===== config.mk =====
export PLATFORM = sky130hd
export DESIGN_NAME = inst_queue
export DESIGN_NICKNAME = d
export VERILOG_FILES = /design/src/rtl/inst_queue_pkg.sv /design/src/rtl/inst_queue_ram.sv /design/src/rtl/inst_queue.sv
export SDC_FILE = /design/constraint.sdc
export NUM_CORES = 1
export LEC_CHECK = 0
export CAP_MARGIN = 25
export CORE_MARGIN = 5
export CORE_UTILIZATION = 55
export DETAILED_ROUTE_END_ITERATION = 10
export GPL_TIMING_DRIVEN = 0
export PLACE_DENSITY = 0.73
export SLEW_MARGIN = 20
export SYNTH_ARGS = -nofsm -noshare
export SYNTH_HDL_FRONTEND = slang
export SYNTH_SLANG_ARGS = --single-unit

===== constraint.sdc =====
create_clock -name clk -period 7.2 [get_ports clk]
set_input_delay 1.44 -clock clk [delete_from_list [all_inputs] [get_ports clk]]
set_output_delay 1.44 -clock clk [all_outputs]
set_load 0.005 [all_outputs]

===== src/rtl/inst_queue_pkg.sv =====
// Shared types and constants for the instruction fetch queue.
package inst_queue_pkg;

  typedef logic [31:0] inst_t;
  typedef logic [31:0] addr_t;

  localparam int    IQ_DEPTH = 8;
  localparam inst_t INST_NOP = 32'h0000_0013;  // addi x0,x0,0

  // One queue slot: fetched PC and its instruction word.
  typedef struct packed {
    addr_t pc;
    inst_t inst;
  } iq_entry_t;

  localparam int ENTRY_W = $bits(iq_entry_t);

endpackage


===== src/rtl/inst_queue_ram.sv =====
// DEPTH x 64-bit storage: one synchronous write port, one asynchronous read
// port. Contents are deliberately not reset.
module inst_queue_ram
  import inst_queue_pkg::*;
#(
  parameter int DEPTH = IQ_DEPTH,
  parameter int AW    = $clog2(DEPTH)
) (
  input  logic               clk,
  input  logic               we,
  input  logic [AW-1:0]      waddr,
  input  logic [ENTRY_W-1:0] wdata,
  input  logic [AW-1:0]      raddr,
  output logic [ENTRY_W-1:0] rdata
);

  logic [ENTRY_W-1:0] mem [DEPTH];

  // Write port: capture the incoming entry on the clock edge.
  always_ff @(posedge clk) begin
    if (we) mem[waddr] <= wdata;
  end

  assign rdata = mem[raddr];

endmodule


===== src/rtl/inst_queue.sv =====
// Instruction fetch queue: circular FIFO of {pc, inst} between fetch and
// dispatch, valid/ready on both sides, single-cycle flush on redirect.
module inst_queue
  import inst_queue_pkg::*;
#(
  parameter int DEPTH = IQ_DEPTH
) (
  input  logic                       clk,
  input  logic                       rst,
  input  logic                       flush,
  input  logic                       in_valid,
  output logic                       in_ready,
  input  logic [31:0]                in_pc,
  input  logic [31:0]                in_inst,
  output logic                       out_valid,
  input  logic                       out_ready,
  output logic [31:0]                out_pc,
  output logic [31:0]                out_inst,
  output logic [$clog2(DEPTH):0]     count
);

  localparam int               PTR_W    = $clog2(DEPTH);
  localparam logic [PTR_W:0]   FULL_CNT = (PTR_W+1)'(DEPTH);

  logic [PTR_W-1:0] rd_ptr, wr_ptr;
  logic             push, pop;
  iq_entry_t        wr_entry, rd_entry;

  // Ready/valid depend only on registered occupancy, so a full queue refuses
  // a push even when dispatch pops in the same cycle.
  assign in_ready  = (count != FULL_CNT);
  assign out_valid = (count != '0);
  assign push      = in_valid & in_ready;
  assign pop       = out_valid & out_ready;

  assign wr_entry.pc   = in_pc;
  assign wr_entry.inst = in_inst;

  inst_queue_ram #(.DEPTH(DEPTH), .AW(PTR_W)) u_ram (
    .clk   (clk),
    .we    (push & ~flush),
    .waddr (wr_ptr),
    .wdata (wr_entry),
    .raddr (rd_ptr),
    .rdata (rd_entry)
  );

  // Pointers and occupancy; flush wins over any same-cycle push or pop.
  always_ff @(posedge clk or posedge rst) begin
    if (rst) begin
      rd_ptr <= '0;
      wr_ptr <= '0;
      count  <= '0;
    end else if (flush) begin
      rd_ptr <= '0;
      wr_ptr <= '0;
      count  <= '0;
    end else begin
      if (push) wr_ptr <= wr_ptr + 1'b1;
      if (pop)  rd_ptr <= rd_ptr + 1'b1;
      unique case ({push, pop})
        2'b10:   count <= count + 1'b1;
        2'b01:   count <= count - 1'b1;
        default: count <= count;
      endcase
    end
  end

  // Head presentation: an empty queue shows PC 0 and a NOP to the decoders.
  always_comb begin
    out_pc   = '0;
    out_inst = INST_NOP;
    if (out_valid) begin
      out_pc   = rd_entry.pc;
      out_inst = rd_entry.inst;
    end
  end

endmodule

==> flow_summary_export.csv <==
group,metric,value,unit
flow_run,cap_violations,0,
global_route,grt_max_degree,21,
floorplan,top_level_ports,139,
cts,postCtsSetupBuffers,0,
cts,hold_buffers,0,
setup_path,slowest_stage,"nor4_4",
sta,worst_pin_slew,0.9549,ns
sta,finalSetupViolCount,0,
cts,cts_buffers,50,
floorplan,die-width,201.2,µm
cells_and_area,fin_area,24280,µm²
setup_path,worstPathMaxFanout,10,
placement,dpl-instance-area,22790,µm²
cells_and_area,fill_cells,2328,
sta,final_hold_viol_count,0,
routing,vias,9609,
sta,slew_viol_final,0,
sta,holdWs,0.5958,ns
synthesis,post_synth_num_cell_types,37,
floorplan,die_h,201.2,µm
global_route,track_usage,20.61,%
sta,rsz0062_at_grt,"no",
placement,gp_congestion,0.7519,
cells_and_area,drive_gt1_share,23.49,%
setup_path,worstSetupPathType,"reg -> out",
cells_and_area,area_growth,20.74,%
routing,drtAntennaViolNets,0,
routing,drt_iter0_drc,797,
floorplan,die_area,40490,µm²
cts,htreeDepth,2,
setup_path,cp.arrival,3.37,ns
cells_and_area,fin_nets,1199,
routing,wl_per_cell,25.36,µm
min_path,holdCritPathClass,"reg -> reg",
routing,drtPass1Iterations,5,
cts,clk_latency,0.56,ns
sta,skew,0.01847,ns
cts,cts_resized,0,
power,power_density,322.9,nW/µm²
placement,dp_hpwl,26.95,mm
sta,fmax,207.7,MHz
cts,clk_path_buf_depth,3,
sta,period_minus_slack,4.814,ns
setup_path,required,5.76,ns
global_route,antenna_found_initial,4,
sta,setup-tns-final,0,ns
cts,cts.sinks,522,
setup_path,critPathTopFamily,"buffers and inverters",
floorplan,core_area,36350,µm²
floorplan,initial_core_util,55.33,%
cts,root_buffer,"clkbuf_16",
sta,period_share,66.86,%
synthesis,ys.warnings.count,0,
setup_path,cp_cell_sequence,"nor4_4 -> clkbuf_1 -> nor2_1 -> clkdlybuf4s50_1",
sta,worst_slack,2.386,ns
sta,relSlewSlack,35.86,%
synthesis,synthCells,898,
setup_path,critPathMaxStageDelay,0.90,ns
global_route,grt_pass1_vias,10071,
synthesis,syn-cell-area,20110,µm²
synthesis,avgSynthCellArea,22.39,µm²
routing,viasPerCell,5.888,
routing,drt-total-wl,41.38,mm
routing,route.detailed.drc,0,
cts,clkTransAtPathRegs,0.06,ns
global_route,grt_overflow,0,
floorplan,fp-row-count,70,
setup_path,path_buf_inv,2,
cells_and_area,seq_area,15630,µm²
placement,portBuffers,136,
outcome,status,"finished, final reports clean",
setup_path,end_kind,"output port",
setup_path,cp-start-kind,"register",
cells_and_area,multi_input_area,4292,µm²
power,irDropWorstVdd,0.2376,mV
global_route,grt_pass1_wl,63.58,mm
synthesis,seq_area_frac_synth,77.70,%
cts,cts_tree,"done",
placement,post-place-ws,2.590,ns
power,p_leak,0.007576,µW
synthesis,syn_nets,971,
synthesis,ys_seq_elements,522,
==> cell usage after synthesis, drive strengths merged <==
| cell | instances | area, µm² |
|---|---|---|
| edfxtp | 512 | 15370 |
| nor3b | 1 | 12.51 |
| nor4 | 1 | 21.27 |
| mux4 | 128 | 2883 |
| nand4bb | 1 | 11.26 |
| o31ai | 1 | 7.510 |
| clkbuf | 13 | 48.80 |
| buf | 35 | 185.2 |
| nand4b | 1 | 8.760 |
| a21oi | 5 | 25.02 |
| nand3b | 1 | 7.510 |
| nor2 | 74 | 277.8 |
| o41ai | 1 | 8.760 |
| or3 | 1 | 6.260 |
| nor3 | 5 | 25.02 |
| or4b | 1 | 10.01 |
| and3b | 1 | 8.760 |
| o311a | 1 | 21.27 |
| o22ai | 1 | 6.260 |
| xnor2 | 2 | 17.52 |
| dfrtp | 10 | 250.2 |
| inv | 4 | 15.02 |
| o21ai | 3 | 15.01 |
| a211oi | 1 | 20.02 |
| nand2 | 9 | 36.29 |
| ha | 4 | 50.05 |
| xor2 | 4 | 35.03 |
| mux2i | 65 | 650.6 |
| nand3 | 7 | 40.04 |
| nand2b | 4 | 25.02 |
| a31oi | 1 | 6.260 |
==> final timing paths <==
check | start | slack (ns) | cells past startpoint | endpoint
worst min register to register | wr_ptr[0]$_DFFE_PP0P_ | 0.60 | 2 | wr_ptr[0]$_DFFE_PP0P_
worst max-delay path | count[2]$_DFFE_PP0P_ | 2.39 | 4 | out_inst[7]
min in group asynchronous | rst | 1.18 | 2 | count[3]$_DFFE_PP0P_
worst min-delay path | wr_ptr[0]$_DFFE_PP0P_ | 0.60 | 2 | wr_ptr[0]$_DFFE_PP0P_
max in group asynchronous | rst | 5.74 | 2 | wr_ptr[2]$_DFFE_PP0P_
worst max register to register | count[2]$_DFFE_PP0P_ | 3.90 | 9 | u_ram.mem[0][42]$_DFFE_PP_
==> routing by layer <==
metal  vias to the layer above  part of all wire (%)  global-route usage [%]
li1                       4201                     -                       -
met1                      5032                    42                   30.04
met2                       306                    50                   33.47
met3                        62                   6.4                   3.981
met4                         8                   1.5                   4.199
met5                         -                  0.16                  0.5952
==> area by class of cell <==
class,count,share of cell area (%)
well taps,468,2.412
repair buffers,176,8.404
flip-flops and latches,522,64.35
diodes,2,0.02061
plain buffers,48,0.9636
inverters,4,0.06183
clock buffers,64,5.457
multi-input cells,324,17.67
clock inverters,24,0.6596
==> per-stage QoR <==
stage          total power (µW)  instances  util, %
2_1_floorplan              4596        898        -
3_3_place_gp               5510       1502    60.69
3_5_place_dp               5538       1542    62.71
4_1_cts                    7936       1630    66.79
5_1_grt                    8205       1631    66.80
6_report                   7841       1632    66.81
==> flip-flops by register name (all words and copies together) (netlist names) <==
signal / cells
u_ram.mem: 512
count: 4
wr_ptr: 3
rd_ptr: 3
==> kinds of logic (layout without fill, tap and decap cells) <==
group	Yosys count	count (layout)	synth area share, %
xor gates and xnor gates	6	6	0.2613
other	0	2	0
muxes	193	193	17.57
buffers and inverters	52	316	1.238
adders and majority gates	4	4	0.2489
AOI/OAI and AO/OA	14	14	0.5475
and+or+nand+nor	107	107	2.439
DFF	522	522	77.70
==> worst register-to-register path, cell delays in order, from the launching register on <==
cell and delay (ns):
dfrtp_1 0.57, or4b_1 0.18, buf_2 0.15, nand2_2 0.08, or3_1 0.49, nor3_2 0.59
buf_4 0.30, buf_4 0.21, buf_4 0.22, buf_4 0.21
==> cell usage in the layout (no fill, tap or decap), types with 5 or more instances in the layout <==
| cell type | count |
|---|---|
| clkinv_1 | 13 |
| nand2_1 | 8 |
| edfxtp_1 | 512 |
| buf_2 | 22 |
| nor2_4 | 6 |
| clkbuf_1 | 26 |
| buf_16 | 15 |
| clkbuf_16 | 51 |
| buf_4 | 21 |
| clkinv_2 | 7 |
| clkdlybuf4s50_1 | 136 |
| nand3_1 | 6 |
| mux2i_1 | 65 |
| buf_1 | 8 |
| nor2_1 | 68 |
| a21oi_1 | 5 |
| buf_12 | 6 |
| mux4_2 | 128 |
| dfrtp_1 | 10 |
==> where the power goes <==
group | switching (µW) | internal (µW)
clock | 1040 | 1360
combinational | 934 | 1010
sequential | 37.1 | 3450
Power figures use the tool's default switching activity.
